### src/rtl/shared_pkg.sv
// Shared types for the programmable synchronous FIFO: per-cycle operation encoding.
package shared_pkg;

  typedef enum logic [1:0] {
    OP_IDLE = 2'b00,
    OP_WR   = 2'b01,
    OP_RD   = 2'b10,
    OP_RW   = 2'b11
  } fifo_op_e;

  function automatic fifo_op_e to_op(input logic wr, input logic rd);
    return fifo_op_e'({rd, wr});
  endfunction

endpackage

### src/rtl/sync_fifo_ptr.sv
// Wrap-around pointer for arbitrary (non-power-of-2) depth; wraps DEPTH-1 -> 0.
module sync_fifo_ptr #(
  parameter  int unsigned DEPTH = 8,
  localparam int unsigned PTR_W = $clog2(DEPTH)
) (
  input  logic             clk,
  input  logic             rst,
  input  logic             inc,
  output logic [PTR_W-1:0] ptr
);

  logic [PTR_W-1:0] ptr_q, ptr_d;

  always_comb begin
    ptr_d = ptr_q;
    if (inc) begin
      if (ptr_q == PTR_W'(DEPTH - 1)) ptr_d = '0;
      else                            ptr_d = ptr_q + PTR_W'(1);
    end
  end

  always_ff @(posedge clk or posedge rst) begin
    if (rst) ptr_q <= '0;
    else     ptr_q <= ptr_d;
  end

  assign ptr = ptr_q;

endmodule

### src/rtl/sync_fifo_prog.sv
// Parametrised synchronous FIFO with runtime thresholds, occupancy count and peak watermark.
// Define FIFO_FWFT_EN for first-word-fall-through data_out; otherwise data_out is registered.
module sync_fifo_prog
  import shared_pkg::*;
#(
  parameter  int unsigned FIFO_WIDTH = 16,
  parameter  int unsigned FIFO_DEPTH = 8,
  localparam int unsigned CNT_W      = $clog2(FIFO_DEPTH + 1)
) (
  input  logic                  clk,
  input  logic                  rst,
  input  logic                  wr_en,
  input  logic                  rd_en,
  input  logic [FIFO_WIDTH-1:0] data_in,
  input  logic [CNT_W-1:0]      af_thresh,
  input  logic [CNT_W-1:0]      ae_thresh,
  input  logic                  clr_peak,
  output logic [FIFO_WIDTH-1:0] data_out,
  output logic                  wr_ack,
  output logic                  overflow,
  output logic                  underflow,
  output logic                  full,
  output logic                  empty,
  output logic                  almostfull,
  output logic                  almostempty,
  output logic [CNT_W-1:0]      count,
  output logic [CNT_W-1:0]      peak
);

  localparam int unsigned PTR_W = $clog2(FIFO_DEPTH);

  logic [FIFO_WIDTH-1:0] mem_q [FIFO_DEPTH];
  logic [PTR_W-1:0]      wr_ptr, rd_ptr;
  logic [CNT_W-1:0]      count_q, count_d, peak_q, peak_d;
  logic                  wr_ack_q, overflow_q, underflow_q;
  logic                  wr_acc, rd_acc;
  fifo_op_e              op;

  assign full  = (count_q == CNT_W'(FIFO_DEPTH));
  assign empty = (count_q == '0);

  // A full FIFO rejects the write even when a read frees a slot in the same cycle.
  assign rd_acc = rd_en && !empty;
  assign wr_acc = wr_en && !full;
  assign op     = to_op(wr_acc, rd_acc);

  always_comb begin
    count_d = count_q;
    case (op)
      OP_WR:   count_d = count_q + CNT_W'(1);
      OP_RD:   count_d = count_q - CNT_W'(1);
      default: count_d = count_q;
    endcase
    peak_d = peak_q;
    if (clr_peak)              peak_d = count_d;
    else if (count_d > peak_q) peak_d = count_d;
  end

  always_ff @(posedge clk or posedge rst) begin
    if (rst) begin
      count_q     <= '0;
      peak_q      <= '0;
      wr_ack_q    <= 1'b0;
      overflow_q  <= 1'b0;
      underflow_q <= 1'b0;
    end else begin
      count_q     <= count_d;
      peak_q      <= peak_d;
      wr_ack_q    <= wr_acc;
      overflow_q  <= wr_en && !wr_acc;
      underflow_q <= rd_en && !rd_acc;
    end
  end

  always_ff @(posedge clk) begin
    if (wr_acc) mem_q[wr_ptr] <= data_in;
  end

  sync_fifo_ptr #(.DEPTH(FIFO_DEPTH)) u_wr_ptr (.clk(clk), .rst(rst), .inc(wr_acc), .ptr(wr_ptr));
  sync_fifo_ptr #(.DEPTH(FIFO_DEPTH)) u_rd_ptr (.clk(clk), .rst(rst), .inc(rd_acc), .ptr(rd_ptr));

`ifdef FIFO_FWFT_EN
  assign data_out = empty ? '0 : mem_q[rd_ptr];
`else
  logic [FIFO_WIDTH-1:0] data_out_q;

  always_ff @(posedge clk or posedge rst) begin
    if (rst)         data_out_q <= '0;
    else if (rd_acc) data_out_q <= mem_q[rd_ptr];
  end

  assign data_out = data_out_q;
`endif

  assign wr_ack      = wr_ack_q;
  assign overflow    = overflow_q;
  assign underflow   = underflow_q;
  assign count       = count_q;
  assign peak        = peak_q;
  assign almostfull  = (count_q >= af_thresh);
  assign almostempty = !empty && (count_q <= ae_thresh);

endmodule

### config.mk
export PLATFORM = sky130hd
export DESIGN_NAME = sync_fifo_prog
export DESIGN_NICKNAME = d
export VERILOG_FILES = /design/src/rtl/shared_pkg.sv /design/src/rtl/sync_fifo_ptr.sv /design/src/rtl/sync_fifo_prog.sv
export SDC_FILE = /design/constraint.sdc
export NUM_CORES = 1
export LEC_CHECK = 0
export BUFFER_PORTS_ARGS = -buffer_cell sky130_fd_sc_hd__buf_4
export CAP_MARGIN = 20
export CORE_ASPECT_RATIO = 1.4
export CORE_UTILIZATION = 30
export CTS_CLUSTER_SIZE = 14
export DETAILED_ROUTE_END_ITERATION = 8
export PLACE_DENSITY = 0.45
export SLEW_MARGIN = 20
export SYNTH_ARGS = -nofsm -noshare
export SYNTH_HDL_FRONTEND = slang
export SYNTH_SLANG_ARGS = --single-unit
export TNS_END_PERCENT = 50
### constraint.sdc
create_clock -name clk -period 7.2 [get_ports clk]
set_clock_uncertainty 0.15 [all_clocks]
set_input_delay 0.72 -clock clk [delete_from_list [all_inputs] [get_ports clk]]
set_output_delay 0.72 -clock clk [all_outputs]
set_load 0.01 [all_outputs]
==> impl_metrics.tcl, run 1 <==
set metrics [dict create \
    status "finished, final reports clean" \
    netlist.top_cell.by_area "edfxtp_1" \
    vias 3365 \
    seq_area_frac_synth 0.7169 \
    crit_slowest_cell "dfrtp_1" \
    critPathMaxStageDelay_ps 510 \
    vias_per_cell 4.733 \
    synth_common_cells "edfxtp_1 (128), dfrtp_1 (33), mux4_2 (32), nand2_1 (29), o21ai_0 (20)" \
    io_buffers 59 \
    total_power_w 0.003257 \
    power_leakage_nw 2.934 \
    syn-cell-area_mm2 0.006514 \
    post-route-util 0.3733 \
    ys.flop_type "edfxtp_1" \
    grt_pass1_wl_um 20980 \
    cts_setup_buffers 0 \
    grt.total_usage 0.1306 \
    dr.pass1.iters 4 \
    die_area_mm2 0.02231 \
    p_per_area_mw_per_mm2 411.5 \
    startpoint_type "register" \
    start_util 0.3072 \
    arrival_ps 4010 \
    cp-end-kind "register" \
    worstMarginPinSlew_ps 920.6 \
    rsz0062_at_grt "no" \
    synth.avg_cell_area_um2 17.85 \
    synth_top_area_share 0.5901 \
    hold_path.class "in2async" \
    period_needed_ps 3857 \
    ys_top_cells_by_area "edfxtp_1 (59%), dfrtp_1 (13%), mux4_2 (11%)" \
    drv_cap 0 \
    cts.reportedPaths.clkPinSlew_ps 60 \
    numCtsBuffers 17 \
    multi_input_area_mm2 0.001734 \
    drt_iter0_drc 134 \
    synth.distinct_cells 35 \
    synth_nets 412 \
    timing.final.crit_share 0.5358 \
    fmax_mhz 259.2 \
    numClockSinks 161 \
    irDropWorstVdd_uv 178.8 \
    crit_type "reg2reg" \
    synthMostInstantiatedCell "edfxtp_1" \
    layout-drive-gt1-share 0.3304 \
    die_w_um 126.5 \
    drt-total-wl_um 13340 \
    routedWlPerCell_um 18.77 \
    core_area_mm2 0.02120 \
    grt_pass1_vias 3617 \
    postCtsResizedCells 0 \
    relSlewSlack 0.3863 \
    regArea_mm2 0.004672 \
    die-height_um 176.4 \
    synthCells 365 \
    cts_buffer_depth 2 \
    synthArstFlopShare 0.2050 \
    cp_cell_sequence "o41ai_2 -> buf_4 -> o21bai_2 -> xnor2_1 -> ha_1 -> a21oi_1 -> xnor2_1 -> nor2_1 -> xor2_1 -> ha_1 -> nand4_1 -> nor2_1 -> a21oi_1 -> mux2_2" \
    grt.overflow.total 0 \
    fillers 1977 \
    syn_to_final_growth_pct 21.51 \
    drtAntennaViolNets 0 \
    cts_tree "built" \
    root_buffer "clkbuf_16" \
    finalHoldViolCount 0 \
    rows 63 \
    cts_hold_buf 0 \
    antenna_found_initial 0 \
    synth_edf_count 128 \
    grt_start_max_net_pins 39 \
    worstPathMaxFanout 38 \
    gp_congestion 0.7188 \
    setup_viol_count_final 0 \
    whs_ps 264.1 \
    num_antenna_cells 0 \
    synth-seq-cells 161 \
    final.setup.tns_ps 0 \
    ios 60 \
    num-nets-final 485 \
    worst_skew_pair.late_latency_ps 420 \
    dp_hpwl_um 7928 \
    ys_warn_count 0 \
    maxSlewViolCount 0 \
    htreeDepth 4 \
    worst_ep_required_time_ps 7350 \
    route.detailed.drc 0 \
]
==> flip-flops by register name (all words and copies together), names as in the netlist <==
signal,cells
data_out,16
u_rd_ptr.ptr,3
wr_ack,1
peak,4
mem_q,128
overflow,1
count,4
underflow,1
u_wr_ptr.ptr,3
==> stage by stage <==
step           setup slack (ps)  std cells  instance area [um^2]
2_1_floorplan              3745        365                  6514
3_3_place_gp               3404        679                  7325
3_5_place_dp               3287        679                  7325
4_1_cts                    3308        711                  7915
5_1_grt                    2853        711                  7915
6_report                   3343        711                  7915
==> cell type report <==
cell class / count / share of cell area
sequential: 161 / 0.5903
multi-input combinational: 171 / 0.2191
timing repair buffer: 71 / 0.06734
clock buffer: 20 / 0.05770
tap: 260 / 0.04110
clock inverter: 12 / 0.01691
inverter: 16 / 0.007588
==> critical path, delay by kind of cell, from the launching register on <==
kind / cells / cell delay (ps)
buf+inv: 1 / 400
mux: 1 / 390
compound gates: 4 / 1120
flops: 1 / 510
simple gates: 3 / 230
xor+xnor: 3 / 430
fa+ha+maj: 2 / 490
==> routing by layer <==
metal	vias to the layer above	track usage	routed length, um
met5	-	0	0
met1	1730	0.1520	5619
li1	1547	-	-
met3	14	0.03242	509
met4	0	0.04769	208
met2	74	0.2320	7006
==> power by group <==
group	switching [W]	internal, W	total [W]	leakage, nW
sequential	0.000174	0.00121	0.00138	1.56
combinational	0.000475	0.000511	0.000986	1.09
clock	0.000360	0.000531	0.000891	0.282
==> kinds of logic after synthesis <==
kind of cell               count (synthesis)  synth area share
and+or+nand+nor                           60           0.04303
buffers and inverters                     33           0.02209
AOI/OAI and AO/OA                         34           0.03073
adders and majority gates                 18           0.03458
muxes                                     54            0.1460
DFF                                      161            0.7169
xor gates and xnor gates                   5          0.006723
==> worst paths after layout <==
kind,endpoint,startpoint,slack (ps),cells past startpoint
worst max-delay path,peak[2]$_DFFE_PP0P_,count[2]$_DFF_PP0_,3340,14
worst min-delay path,data_out[8]$_DFFE_PP0P_,rst,260,3
worst max register to register,peak[2]$_DFFE_PP0P_,count[2]$_DFF_PP0_,3340,14
worst min register to register,data_out[14]$_DFFE_PP0P_,data_out[14]$_DFFE_PP0P_,330,2
max in group asynchronous,u_rd_ptr.ptr[0]$_DFFE_PP0P_,rst,6280,3
min in group clk,data_out[14]$_DFFE_PP0P_,data_out[14]$_DFFE_PP0P_,330,2
==> cells in the final DEF (no fill, tap or decap), drive strengths merged, types with 3 or more instances in the layout <==
| cell type | count |
|---|---|
| edfxtp | 128 |
| buf | 71 |
| dfrtp | 33 |
| mux4 | 32 |
| nand2 | 29 |
| o21ai | 21 |
| clkbuf | 20 |
| ha | 18 |
| inv | 18 |
| mux2i | 17 |
| nor2 | 8 |
| nor3 | 7 |
| nand2b | 6 |
| mux2 | 5 |
| clkinv | 5 |
| xnor2 | 4 |
| nor2b | 4 |
| a21oi | 4 |
| clkinvlp | 3 |
| a21o | 3 |
Power figures use the tool's default switching activity.
==> run 2: changes to the inputs <==
--- a/config.mk
+++ b/config.mk
@@ -5,6 +5,7 @@
 export SDC_FILE = /design/constraint.sdc
 export NUM_CORES = 1
 export LEC_CHECK = 0
+export ABC_AREA = 1
 export BUFFER_PORTS_ARGS = -buffer_cell sky130_fd_sc_hd__buf_4
 export CAP_MARGIN = 20
 export CORE_ASPECT_RATIO = 1.4
==> constraint.sdc (replaced) <==
create_clock -name clk -period 3.9 [get_ports clk]
set_clock_uncertainty 0.15 [all_clocks]
set_input_delay 0.39 -clock clk [delete_from_list [all_inputs] [get_ports clk]]
set_output_delay 0.39 -clock clk [all_outputs]
set_load 0.01 [all_outputs]
==> run 2 against run 1 <==
Critical path depth increased by 6. Via count increased by 30%. Sequential cell count unchanged. Die area increased by 1.7%. Total power increased by 92%. Worst hold slack got worse by 220 ps. Sequential share of layout area decreased by 1.4 points. Fmax increased by 15%. Core utilization decreased by 0.12 points. Sequential power increased by 75%. First-iteration DRC count increased by 66%.
==> impl_metrics.tcl, run 2 <==
set metrics [dict create \
    gp_congestion 0.8000 \
    grtUsageMet2 0.2684 \
    relSlewSlack 0.3987 \
    dr.pass1.iters 4 \
    hold_path.class "in2reg" \
    timing.final.crit_share 0.8609 \
    synth_nets 588 \
    grt_util_met3 0.03407 \
    synthArstFlopShare 0.2050 \
    cts_tree "built" \
    synth_top_area_share 0.5801 \
    grt_start_max_net_pins 67 \
    ys.flop_type "edfxtp_1" \
    finalHoldViolCount 0 \
    die_w_um 127.6 \
    ios 60 \
    netlist.top_cell.by_area "edfxtp_1" \
    total_power_w 0.006240 \
    drt-total-wl_um 16020 \
    irDropWorstVdd_uv 392.9 \
    r2r_slack_ps 540 \
    status "finished, final reports clean" \
    grt_use_met1 0.1790 \
    top_usage_layer "met2" \
    root_buffer "clkbuf_16" \
    min_from "data_in[5]" \
    routedWlPerCell_um 17.34 \
    synth_common_cells "edfxtp_1 (128), nor2_1 (81), o21ai_0 (74), nand2_1 (60), inv_1 (38)" \
    crit_type "reg2reg" \
    worstPathMaxFanout 13 \
    die_area_mm2 0.02269 \
    reg2reg_depth 20 \
    drtAntennaViolNets 0 \
    drv_cap 0 \
    holdPathEnd "mem_q[5][5]$_DFFE_PP_" \
    cp-end-kind "register" \
    worst_ep_required_time_ps 4060 \
    drt_iter0_drc 223 \
    io_buffers 59 \
    arrival_ps 3520 \
    synthCells 541 \
    numCtsBuffers 17 \
    r2r_end "peak[0]$_DFFE_PP0P_" \
    synth_edf_count 128 \
    grt_pass1_vias 4486 \
    rsz0062_at_grt "no" \
    largest_register "mem_q" \
    final_common_cell "edfxtp_1" \
    grt.overflow.total 0 \
    antenna_found_initial 0 \
    worstMarginPinSlew_ps 900.9 \
    die-height_um 177.9 \
    synthMostInstantiatedCell "edfxtp_1" \
    layout-drive-gt1-share 0.1898 \
    vias 4375 \
    num_antenna_cells 0 \
    fillers 2143 \
    final.setup.tns_ps 0 \
    final_cell_mix "edfxtp_1 (128), nor2_1 (81), buf_4 (78), o21ai_0 (74), nand2_1 (60)" \
    cts.reportedPaths.clkPinSlew_ps 60 \
    maxSlewViolCount 0 \
    grt_pass1_wl_um 25240 \
    p_per_area_mw_per_mm2 769.9 \
    synth.avg_cell_area_um2 12.25 \
    largest_reg_flops 128 \
    setup.worst_path.start "count[2]$_DFF_PP0_" \
    power_leakage_nw 3.120 \
    setup_viol_count_final 0 \
    syn_to_final_growth_pct 22.32 \
    route.detailed.drc 0 \
    worst_skew_pair.late_latency_ps 420 \
    syn-cell-area_mm2 0.006626 \
    dp_hpwl_um 9670 \
    seq_area_frac_synth 0.7047 \
    cts_setup_buffers 0 \
    numClockSinks 161 \
    cts_buffer_depth 2 \
    rows 64 \
    start_util 0.3042 \
    startpoint_type "register" \
    ys_warn_count 0 \
    grt.total_usage 0.1531 \
    core_area_mm2 0.02178 \
    num-nets-final 661 \
    synth.distinct_cells 26 \
    synth-seq-cells 161 \
    min_path_cells 1 \
    ys_top_cells_by_area "edfxtp_1 (58%), dfrtp_1 (12%), o21ai_0 (5.6%)" \
    fmax_mhz 297.8 \
    period_needed_ps 3358 \
    htreeDepth 4 \
    vias_per_cell 4.735 \
    reg2reg_from "count[2]$_DFF_PP0_" \
]
==> run 2: cell count changes after synthesis, sizes merged, moves of 11 or more <==
cell	previous run	this run
mux2i	17	0
nor2	8	82
mux4	32	0
o22ai	0	17
o21ai	21	75
inv	16	39
o221ai	0	16
clkbuf	10	21
o211ai	1	18
nand2	29	65
==> run 2: repair_timing <==
| action | CTS | global route |
|---|---|---|
| setup endpoints to repair | 0 | 0 |
| gates resized for setup | 0 | 0 |
| hold buffers | 1 | 0 |
| endpoints found under the hold margin | 33 | 0 |
==> run 2: per-layer routing <==
metal  wire, um  vias up
met5          0        -
li1           -     2089
met3        804       28
met4        421        0
met2       8035      116
met1       6756     2142
==> run 2: report_power, final <==
part           switching [W]  leakage, nW  internal [W]
clock network       0.000666        0.276       0.00100
registers           0.000197         1.56       0.00222
logic                0.00136         1.28      0.000792
total                0.00222         3.12       0.00402
==> run 2: critical path, cell delays in order, from the launching register on <==
cell and delay [ps]:
dfrtp_1 480, nor2_1 140, a21oi_4 500, nand3_1 220, nand2_1 150, inv_2 40
ha_1 170, a21oi_1 160, inv_1 70, nand2_1 60, nand3_1 50, o21ai_0 120
inv_1 100, ha_1 300, o211ai_1 90, nand2_1 60, nand2_1 40, nand2_1 100
inv_1 100, nand2_1 60, o21ai_0 60
==> run 2: layout make-up <==
cell class                 count  area (um^2)  share of cell area
timing repair buffer          80        615.6             0.07595
sequential                   161         4671              0.5763
clock buffer                  18        429.2             0.05295
multi-input combinational    315         1704              0.2102
tap                          297        371.6             0.04585
inverter                      39        146.4             0.01806
clock inverter                14        167.7             0.02069
==> run 2: kinds of logic after synthesis <==
family / synth area share
xor+xnor: 0.002644
buf+inv: 0.03814
flops: 0.7047
compound gates: 0.1220
simple gates: 0.09857
fa+ha+maj: 0.03399
==> run 2: stage by stage <==
step                worst slack, ps  cell area (um^2)  cells    util  hold slack (ps)
finish                        542.3              8105    924  0.3721            42.55
global route                  133.4              8105    924  0.3721            31.94
CTS                           545.3              8105    924  0.3721            21.94
detailed placement            532.4              7498    891  0.3443            317.4
global placement              652.8              7498    891  0.3443            317.5
floorplan                      1046              6626    541       -            338.9
==> run 2: worst max path at each step <==
stage,endpoint,slack (ps)
after floorplan,peak[0]$_DFFE_PP0P_,1050
after global placement,peak[0]$_DFFE_PP0P_,650
after detailed placement,peak[0]$_DFFE_PP0P_,530
after CTS,peak[0]$_DFFE_PP0P_,550
after global routing,peak[2]$_DFFE_PP0P_,130
final,peak[0]$_DFFE_PP0P_,540
==> run 3: changes to the inputs <==
--- a/config.mk
+++ b/config.mk
@@ -6,13 +6,14 @@
 export NUM_CORES = 1
 export LEC_CHECK = 0
 export ABC_AREA = 1
+export ABC_CLOCK_PERIOD_IN_PS = 2910
 export BUFFER_PORTS_ARGS = -buffer_cell sky130_fd_sc_hd__buf_4
 export CAP_MARGIN = 20
 export CORE_ASPECT_RATIO = 1.4
 export CORE_UTILIZATION = 30
 export CTS_CLUSTER_SIZE = 14
 export DETAILED_ROUTE_END_ITERATION = 8
-export PLACE_DENSITY = 0.45
+export PLACE_DENSITY = 0.47
 export SLEW_MARGIN = 20
 export SYNTH_ARGS = -nofsm -noshare
 export SYNTH_HDL_FRONTEND = slang
==> constraint.sdc (replaced) <==
create_clock -name clk -period 2.91 [get_ports clk]
set_clock_uncertainty 0.15 [all_clocks]
set_input_delay 0.291 -clock clk [delete_from_list [all_inputs] [get_ports clk]]
set_output_delay 0.291 -clock clk [all_outputs]
set_load 0.01 [all_outputs]
==> run 3 against run 2 <==
Final cell count grew 3.7%. Worst hold slack lost 23 ps. Total power grew 39%. Non-clock buffer count grew 34. Sequential power grew 31%. First-iteration DRC count grew 3.1%. Combinational power grew 50%. Fmax grew 26%. Sequential cell count is the same. Design area grew 4.4%. Die area is the same. Largest cell class unchanged. Core utilization grew 1.6 points.
==> impl_metrics.tcl, run 3 (same netlist as run 2, synthesis figures left out) <==
set metrics [dict create \
    final_common_cell "edfxtp_1" \
    p_per_area_mw_per_mm2 1025 \
    finalHoldViolCount 0 \
    fillers 2136 \
    drt_iter0_drc 230 \
    antenna_found_initial 0 \
    dr.pass1.iters 4 \
    worst_skew_pair.late_latency_ps 430 \
    die-height_um 177.9 \
    timing.final.crit_share 0.9143 \
    fmax_mhz 375.8 \
    route.detailed.drc 0 \
    numCtsBuffers 17 \
    crit_slowest_cell "dfrtp_1" \
    core_area_mm2 0.02178 \
    die_w_um 127.6 \
    startpoint_type "register" \
    worst_ep_required_time_ps 3070 \
    power_leakage_nw 3.296 \
    dp_hpwl_um 9697 \
    critPathMaxStageDelay_ps 400 \
    cts_tree "built" \
    final.setup.tns_ps 0 \
    grt.overflow.total 0 \
    drv_cap 0 \
    grt_pass1_vias 4558 \
    irDropWorstVdd_uv 434.2 \
    cp_cell_sequence "nor2_1 -> a21oi_4 -> nand2_4 -> nand2_1 -> nand2_1 -> inv_2 -> ha_1 -> a21oi_2 -> inv_1 -> nand2_1 -> nand3_1 -> o21ai_2 -> inv_2 -> ha_4 -> o211ai_1 -> nand2_1 -> nand2_1 -> nand2_2 -> inv_2 -> nand2_1 -> o21ai_0" \
    htreeDepth 4 \
    grt.total_usage 0.1525 \
    final_cell_mix "edfxtp_1 (128), buf_4 (95), nor2_1 (80), o21ai_0 (72), nand2_1 (59)" \
    cts.reportedPaths.clkPinSlew_ps 60 \
    io_buffers 59 \
    root_buffer "clkbuf_16" \
    num-nets-final 695 \
    grt_start_max_net_pins 67 \
    num_antenna_cells 0 \
    vias 4575 \
    largest_register "mem_q" \
    maxSlewViolCount 0 \
    die_area_mm2 0.02269 \
    period_needed_ps 2661 \
    start_util 0.3042 \
    dp.cells 901 \
    cp-end-kind "register" \
    crit_top_cell "nand2_1" \
    post-route-util 0.3884 \
    status "finished, final reports clean" \
    grt_pass1_wl_um 25170 \
    final_area_mm2 0.008461 \
    worstPathMaxFanout 5 \
    vias_per_cell 4.776 \
    crit_type "reg2reg" \
    largest_reg_flops 128 \
    cts_buffer_depth 2 \
    relSlewSlack 0.3555 \
    finalNonFillerCells 958 \
    ios 60 \
    drt-total-wl_um 16270 \
    gp_congestion 0.8604 \
    arrival_ps 2820 \
    drtAntennaViolNets 0 \
    worstMarginPinSlew_ps 965.6 \
    syn_to_final_growth_pct 27.68 \
    layout-drive-gt1-share 0.2209 \
    routedWlPerCell_um 16.99 \
    setup_viol_count_final 0 \
    rows 64 \
    hold_path.class "in2reg" \
    numClockSinks 161 \
    dpl_cell_area_mm2 0.007560 \
    total_power_w 0.008668 \
]
==> run 3: per-stage QoR <==
| step | hold slack, ps | setup slack, ps |
|---|---|---|
| CTS | 20.68 | 4.952 |
| finish | 19.95 | 249.3 |
| global placement | 318.4 | 105.6 |
| detailed placement | 321.0 | -8.158 |
| global route | 27.50 | -2.599 |
| floorplan | 239.9 | 55.57 |
==> run 3: where the power goes <==
part	total (W)	internal, W	switching (W)
Clock	0.00227	0.00139	0.000881
Combinational	0.00323	0.00125	0.00198
Sequential	0.00317	0.00298	0.000188
Total	0.00867	0.00562	0.00305
==> run 3: what timing repair did <==
item,CTS,global route
hold buffers,18,0
resized for setup,0,16
hold endpoints to repair,147,0
buffers inserted,3,4
setup endpoints to repair,2,4
pin swaps,1,3
==> run 3: area by class of cell <==
type,count,area (um^2),share of cell area
Sequential cell,161,4669,0.5519
Multi-Input combinational cell,315,1769,0.2091
Timing Repair Buffer,114,904.6,0.1069
Clock buffer,21,460.4,0.05442
Tap cell,297,371.6,0.04392
Inverter,39,146.4,0.01730
Clock inverter,11,138.9,0.01642
==> run 3: critical path, delay by kind of cell, from the launching register on <==
family                   cells  cell delay [ps]
AND/OR/NAND/NOR             10              850
AO/OA/AOI/OAI                5              460
adder cells (fa/ha/maj)      2              450
flip-flops                   1              400
buffers and inverters        4              230
==> run 3: worst paths after layout <==
path,cells past startpoint,to,slack (ps),start
worst max-delay path,21,peak[0]$_DFFE_PP0P_,250,count[2]$_DFF_PP0_
worst min-delay path,3,underflow$_DFF_PP0_,20,rd_en
worst max register to register,21,peak[0]$_DFFE_PP0P_,250,count[2]$_DFF_PP0_
worst min register to register,2,data_out[12]$_DFFE_PP0P_,330,data_out[12]$_DFFE_PP0P_
max in group asynchronous,4,data_out[13]$_DFFE_PP0P_,1390,rst
min in group asynchronous,3,peak[0]$_DFFE_PP0P_,500,rst
==> run 3: metal layers <==
| layer | global-route usage | wire (um) | vias up |
|---|---|---|---|
| met5 | 0 | 0 | - |
| met4 | 0.07255 | 429 | 0 |
| met3 | 0.02924 | 491 | 28 |
| met2 | 0.2678 | 8267 | 94 |
| met1 | 0.1785 | 7086 | 2300 |
| li1 | - | - | 2153 |
